==> src/rtl/rf_pkg.sv <==
// Shared constants and types for the 32 x 32 general-purpose register file.
// Decode and writeback stages import this to agree on index and data widths.
package rf_pkg;

    localparam int DATA_W   = 32;
    localparam int ADDR_W   = 5;
    localparam int NUM_REGS = 2 ** ADDR_W;

    typedef logic [ADDR_W-1:0] reg_idx_t;
    typedef logic [DATA_W-1:0] reg_data_t;

    // Index of the architectural zero register; it never holds anything else.
    localparam reg_idx_t ZERO_REG = '0;

endpackage

==> src/rtl/rf_read_port.sv <==
// One combinational read port: selects a register by index, with the zero
// register forced to read as 0 regardless of what the storage holds.
module rf_read_port #(
    parameter int DATA_W   = 32,
    parameter int ADDR_W   = 5,
    parameter int NUM_REGS = 32
) (
    input  logic [NUM_REGS-1:0][DATA_W-1:0] regs,
    input  logic [ADDR_W-1:0]               idx,
    output logic [DATA_W-1:0]               data
);
    import rf_pkg::*;

    always_comb begin
        data = regs[idx];
        if (idx == ADDR_W'(ZERO_REG)) begin
            data = '0;
        end
    end

endmodule

==> src/rtl/register_file.sv <==
// 32-entry register file: two zero-latency read ports, one clocked write port,
// no write-to-read bypass, asynchronous active-low clear of every entry.
module register_file #(
    parameter int DATA_W   = rf_pkg::DATA_W,
    parameter int ADDR_W   = rf_pkg::ADDR_W,
    parameter int NUM_REGS = rf_pkg::NUM_REGS
) (
    input  logic              clk,
    input  logic              rst_n,
    input  logic [ADDR_W-1:0] Read1,
    input  logic [ADDR_W-1:0] Read2,
    input  logic [ADDR_W-1:0] WriteReg,
    input  logic [1:0]        RegWrite,
    input  logic [DATA_W-1:0] WriteData,
    output logic [DATA_W-1:0] Data1,
    output logic [DATA_W-1:0] Data2
);
    import rf_pkg::*;

    logic [NUM_REGS-1:0][DATA_W-1:0] regs;
    logic                            write_en;

    // Any nonzero enable code writes; writes aimed at the zero register are dropped.
    assign write_en = (RegWrite != 2'b00) && (WriteReg != ADDR_W'(ZERO_REG));

    always_ff @(posedge clk or negedge rst_n) begin
        if (!rst_n) begin
            for (int i = 0; i < NUM_REGS; i++) begin
                regs[i] <= '0;
            end
        end else if (write_en) begin
            regs[WriteReg] <= WriteData;
        end
    end

    rf_read_port #(
        .DATA_W   (DATA_W),
        .ADDR_W   (ADDR_W),
        .NUM_REGS (NUM_REGS)
    ) u_read1 (
        .regs (regs),
        .idx  (Read1),
        .data (Data1)
    );

    rf_read_port #(
        .DATA_W   (DATA_W),
        .ADDR_W   (ADDR_W),
        .NUM_REGS (NUM_REGS)
    ) u_read2 (
        .regs (regs),
        .idx  (Read2),
        .data (Data2)
    );

endmodule

==> config.mk <==
export PLATFORM = sky130hd
export DESIGN_NAME = register_file
export DESIGN_NICKNAME = d
export VERILOG_FILES = /design/src/rtl/rf_pkg.sv /design/src/rtl/rf_read_port.sv /design/src/rtl/register_file.sv
export SDC_FILE = /design/constraint.sdc
export NUM_CORES = 2
export LEC_CHECK = 0
export CAP_MARGIN = 30
export CORE_MARGIN = 1.5
export CORE_UTILIZATION = 50
export CTS_BUF_LIST = sky130_fd_sc_hd__clkbuf_8
export DETAILED_ROUTE_END_ITERATION = 12
export PLACE_DENSITY = 0.65
export SKIP_LAST_GASP = 1
export SLEW_MARGIN = 5
export SYNTH_ARGS = -nofsm -noshare
export SYNTH_HDL_FRONTEND = slang
export SYNTH_SLANG_ARGS = --single-unit
export TNS_END_PERCENT = 5
==> constraint.sdc <==
create_clock -name clk -period 5.57 [get_ports clk]
set_input_delay 0.8355 -clock clk [delete_from_list [all_inputs] [get_ports clk]]
set_output_delay 0.8355 -clock clk [all_outputs]
set_load 0.005 [all_outputs]
### Yosys cells after proc, flatten, opt, wreduce, memory -nomap -nowiden

Index checks and enable logic that the tools add are counted.

| operators by class | value |
|---|---|
| multiplexer cells | 9 |
| reductions and logical operators | 6 |
| magnitude comparators | 4 |

Operator list:

| operator | count |
|---|---|
| $bwmux 1024 | 1 |
| $bmux 32 s5 | 2 |
| $demux 32 s5 | 1 |
| $mux 32 | 5 |
| $lt 5x6->1 const B | 3 |
| $logic_not 5->1 | 2 |
| $ge 5x1->1 const B | 1 |
| $reduce_bool 5->1 | 1 |
| $logic_and 1x1->1 | 2 |
| $reduce_bool 2->1 | 1 |

| storage, ports and cells | value |
|---|---|
| register bits after elaboration | 1024 |
| word-level logic and storage cells | 51 |

### Logic depth before layout (Yosys ltp)

| depth | value |
|---|---|
| depth after elaboration | 5 |
| gate-level depth with buffers | 9 |
| gate-level depth less buffers | 4 |

### Modules after synthesis

From an unflattened synthesis, not the netlist that was laid out.

| unflattened totals | value |
|---|---|
| cell total of the unflattened synthesis | 3623 |
| area, all modules | 54912.7 um2 |

By module, submodules not included:

| module | times used | cells each | area each (um2) |
|---|---|---|---|
| register_file | 1 | 2295 | 38176.6 |
| rf_read_port | 2 | 664 | 8368.0 |

### Worst setup path after synthesis

OpenSTA, ideal clock, no wires.

| timing | value |
|---|---|
| path kind | in2out |
| from | in Read2[0] |
| to | out Data2[15] |
| setup slack | 2.407 ns |
| cell stages on the path | 7 |
| path buffers | 4 |
| data arrival time | 2.327 ns |
| cell sequence | buf_4 > buf_8 > buf_8 > buf_2 > mux4_2 > o21ai_0 > a31oi_1 |

| between the ends | value |
|---|---|
| word-level cells in the longest chain between the ends | 3 |

Ends and longest elaborated chain:

| item | line | source |
|---|---|---|
| start: declaration | register_file.sv:11 | `input logic [ADDR_W-1:0] Read2,` |
| $bmux 32 s5 | rf_read_port.sv:15 | `data = regs[idx];` |
| $mux 32 (implied by the code) | rf_read_port.sv:15 |  |
| $mux 32 (*) | rf_read_port.sv:16 | `if (idx == ADDR_W'(ZERO_REG)) begin` |
| end: declaration | register_file.sv:16 | `output logic [DATA_W-1:0] Data2` |

Mark *: on every way between the ends. The rest lies on a longest branch, timed or not. The select of a mux whose other input is x is not followed.

### Worst setup path in the final report

| timing | value |
|---|---|
| from | in Read1[3] |
| to | out Data1[2] |

| between the ends | value |
|---|---|
| word-level cells in the longest chain between the ends | 3 |

Ends and longest elaborated chain:

| item | line | source |
|---|---|---|
| start: declaration | register_file.sv:10 | `input logic [ADDR_W-1:0] Read1,` |
| $bmux 32 s5 | rf_read_port.sv:15 |  |
| $mux 32 (implied by the code) | rf_read_port.sv:15 |  |
| $mux 32 (*) | rf_read_port.sv:16 |  |
| end: declaration | register_file.sv:15 | `output logic [DATA_W-1:0] Data1,` |

Marks and branches as above.

==> impl_metrics.yaml <==
die:
  die_h_um: 333.0
  core_um2: 107500
  fp-row-count: 120
  die_x_um: 333.0
  die_area_um2: 110900
  start_util: 0.5066
  io_pins: 115
pwr:
  peakVddDrop_uv: 211.0
  power.density_nw_per_um2: 371.5
  p_leak_uw: 0.02566
logic_synthesis:
  syn_inst: 3586
  yosysSeqAreaShare: 0.4705
  synth_edf_count: 0
  ys_ff_latch: 1024
  yosys_warnings: 0
  syn-cell-area_um2: 54460
  synthFlopType: "dfrtp_1"
  synthArstFlopShare: 1.000
  yosysUniqueCellTypes: 40
  mappedNetlistNets: 3637
  post_synth.cell_area_avg_um2: 15.19
final_layout:
  drive_above_1_share: 0.5016
  fin_util: 0.5670
  largest_reg_flops: 1024
  nNetsFinal: 3657
  area_growth_pct: 11.92
  largest-register: "regs"
  reg_top3: "regs (1024)"
cts:
  clk_pin_slew_worst_paths_ns: 0.05
  cts_root_buf: "clkbuf_8"
  clockBufferDepth: 3
  clock_latency_ns: 0.87
  cts_setup_buffers: 0
  cts_made_buffers: 177
  cts_tree: "yes"
  cts_hold_buffers: 0
  h-tree-depth: 4
  cts_resized: 0
  cts_sinks: 1024
routing:
  vias_per_cell: 6.960
  drc: 0
  drt-initial-drc-count: 3588
  vias: 35830
  detail-route-antenna-nets: 0
  first_pass_iters: 5
  wire_per_inst_um: 34.91
  wl_mm: 179.7
worst_setup_path:
  reg2reg_depth: 1
  start_kind: "input pin"
  crit_type: "input pin to output port"
  arrival_ns: 4.11
  cp.required_ns: 4.73
  cp-end-kind: "output port"
  crit_fanout: 32
sta:
  worst_pin_slew_ns: 1.060
  holdWs_ns: -0.04681
  fin_crit_ns: 4.950
  setup_viol: 0
  rsz0062_at_grt: "no"
  finalSetupTns_ns: 0
  fin_crit_sh: 0.8887
  setup_ws_ns: 0.6202
  timing.final.hold_violations: 1
  fmax_ghz: 0.2020
  slew_viol_final: 0
  skew_ns: 0
  max-slew-margin-rel: 0.2911
min_path:
  min_path_type: "input pin to async pin"
global_routing:
  track_usage: 0.3256
  overflow: 0
  grt_antenna_before_repair: 10
  grt_max_degree: 169
  grt_pass1_wl_mm: 263.6
  first_global_vias: 37841
flow_run:
  drv_cap: 0
placed_design:
  io_buffers: 114
  hpwl_mm: 105.3
  place_ws_ns: 0.7604
  globalplace.congestion: 0.8609
run_status:
  status: "finished with violations"
  violations: "negative hold slack"
==> where the power goes <==
group / internal, uW / switching [uW] / leakage [uW] / total (uW)
Combinational: 3180 / 2030 / 0.0108 / 5210
Clock: 3730 / 3190 / 0.00208 / 6920
Sequential: 9160 / 1360 / 0.0128 / 10500
==> path summary, 6_finish.rpt <==
path                            from        end  slack [ns]
setup reg to reg           regs[110]  regs[110]        4.74
hold / removal                 rst_n  regs[191]       -0.05
hold reg to reg             regs[31]   regs[31]        0.39
min in group clk            regs[31]   regs[31]        0.39
setup / recovery            Read1[3]   Data1[2]        0.62
max in group asynchronous      rst_n  regs[488]        4.07
==> final cells by class <==
type                       count  area (um2)
timing repair buffer         272        3032
tap                         1403        1755
sequential                  1024       25620
clock buffer                 230        3166
antenna                        3       7.507
fill                        8389       46550
multi-input combinational   2128       26940
inverter                       3       15.01
clock inverter                85       406.6
==> critical path, cell delays in order <==
cell	delay, ns
buf_2	0.65
or2_2	0.25
buf_4	0.68
a211oi_1	0.11
a311oi_1	0.86
clkdlybuf4s50_1	0.68
==> synth_stat cells, drive strengths merged, types with 3 or more instances <==
master,count,share of area
mux2,1024,0.21
a211oi,32,0.0044
a221oi,49,0.0079
nor2b,39,0.0045
a221o,32,0.0059
or4,5,0.00069
a311oi,32,0.0051
a22oi,64,0.0088
inv,3,0.00021
mux2i,192,0.035
nor2,28,0.0019
o21ai,83,0.0076
mux4,448,0.19
nand2,35,0.0024
a31oi,32,0.0037
clkbuf,228,0.016
buf,203,0.023
dfrtp,1024,0.47
nand3b,3,0.00041
o2111ai,15,0.0024
==> logic make-up (layout without fill, tap and decap cells) <==
group,Yosys count,after routing,share of synthesized area
buffers and inverters,434,590,0.03899
multiplexers,1664,1664,0.4323
flip-flops,1024,1024,0.4705
AO/OA/AOI/OAI,340,340,0.04609
other,0,3,0
AND/OR/NAND/NOR,124,124,0.01211
==> metal layers <==
metal / global-route usage / vias to the layer above / wire [um]
met5: 0 / - / 93
met4: 0.1738 / 14 / 9727
met3: 0.06983 / 556 / 14640
met2: 0.5095 / 1901 / 84550
met1: 0.4274 / 19328 / 70720
li1: - / 14031 / -
==> stage by stage <==
stage | cell area [um2] | power [uW] | cells
detailed placement | 56980 | 15730 | 4809
global route | 60950 | 23600 | 5147
floorplan | 54460 | 13910 | 3586
global placement | 56880 | 15360 | 4805
CTS | 60550 | 22640 | 5124
finish | 60950 | 22650 | 5148
==> layout by cell type (no fill, tap or decap), drive strengths merged, types with 13 or more instances in the layout <==
| master | synthesis | final |
|---|---|---|
| mux2i | 192 | 192 |
| mux2 | 1024 | 1024 |
| nor2b | 39 | 39 |
| a221oi | 49 | 49 |
| clkinv | 0 | 13 |
| a311oi | 32 | 32 |
| nand2 | 35 | 35 |
| nor2 | 28 | 28 |
| buf | 203 | 165 |
| clkbuf | 228 | 234 |
| inv | 3 | 71 |
| mux4 | 448 | 448 |
| clkdlybuf4s50 | 0 | 103 |
| a22oi | 64 | 64 |
| a211oi | 32 | 32 |
| a31oi | 32 | 32 |
| dfrtp | 1024 | 1024 |
| o2111ai | 15 | 15 |
| a221o | 32 | 32 |
| o21ai | 83 | 83 |
No activity file was read; power rests on OpenSTA's default activity.
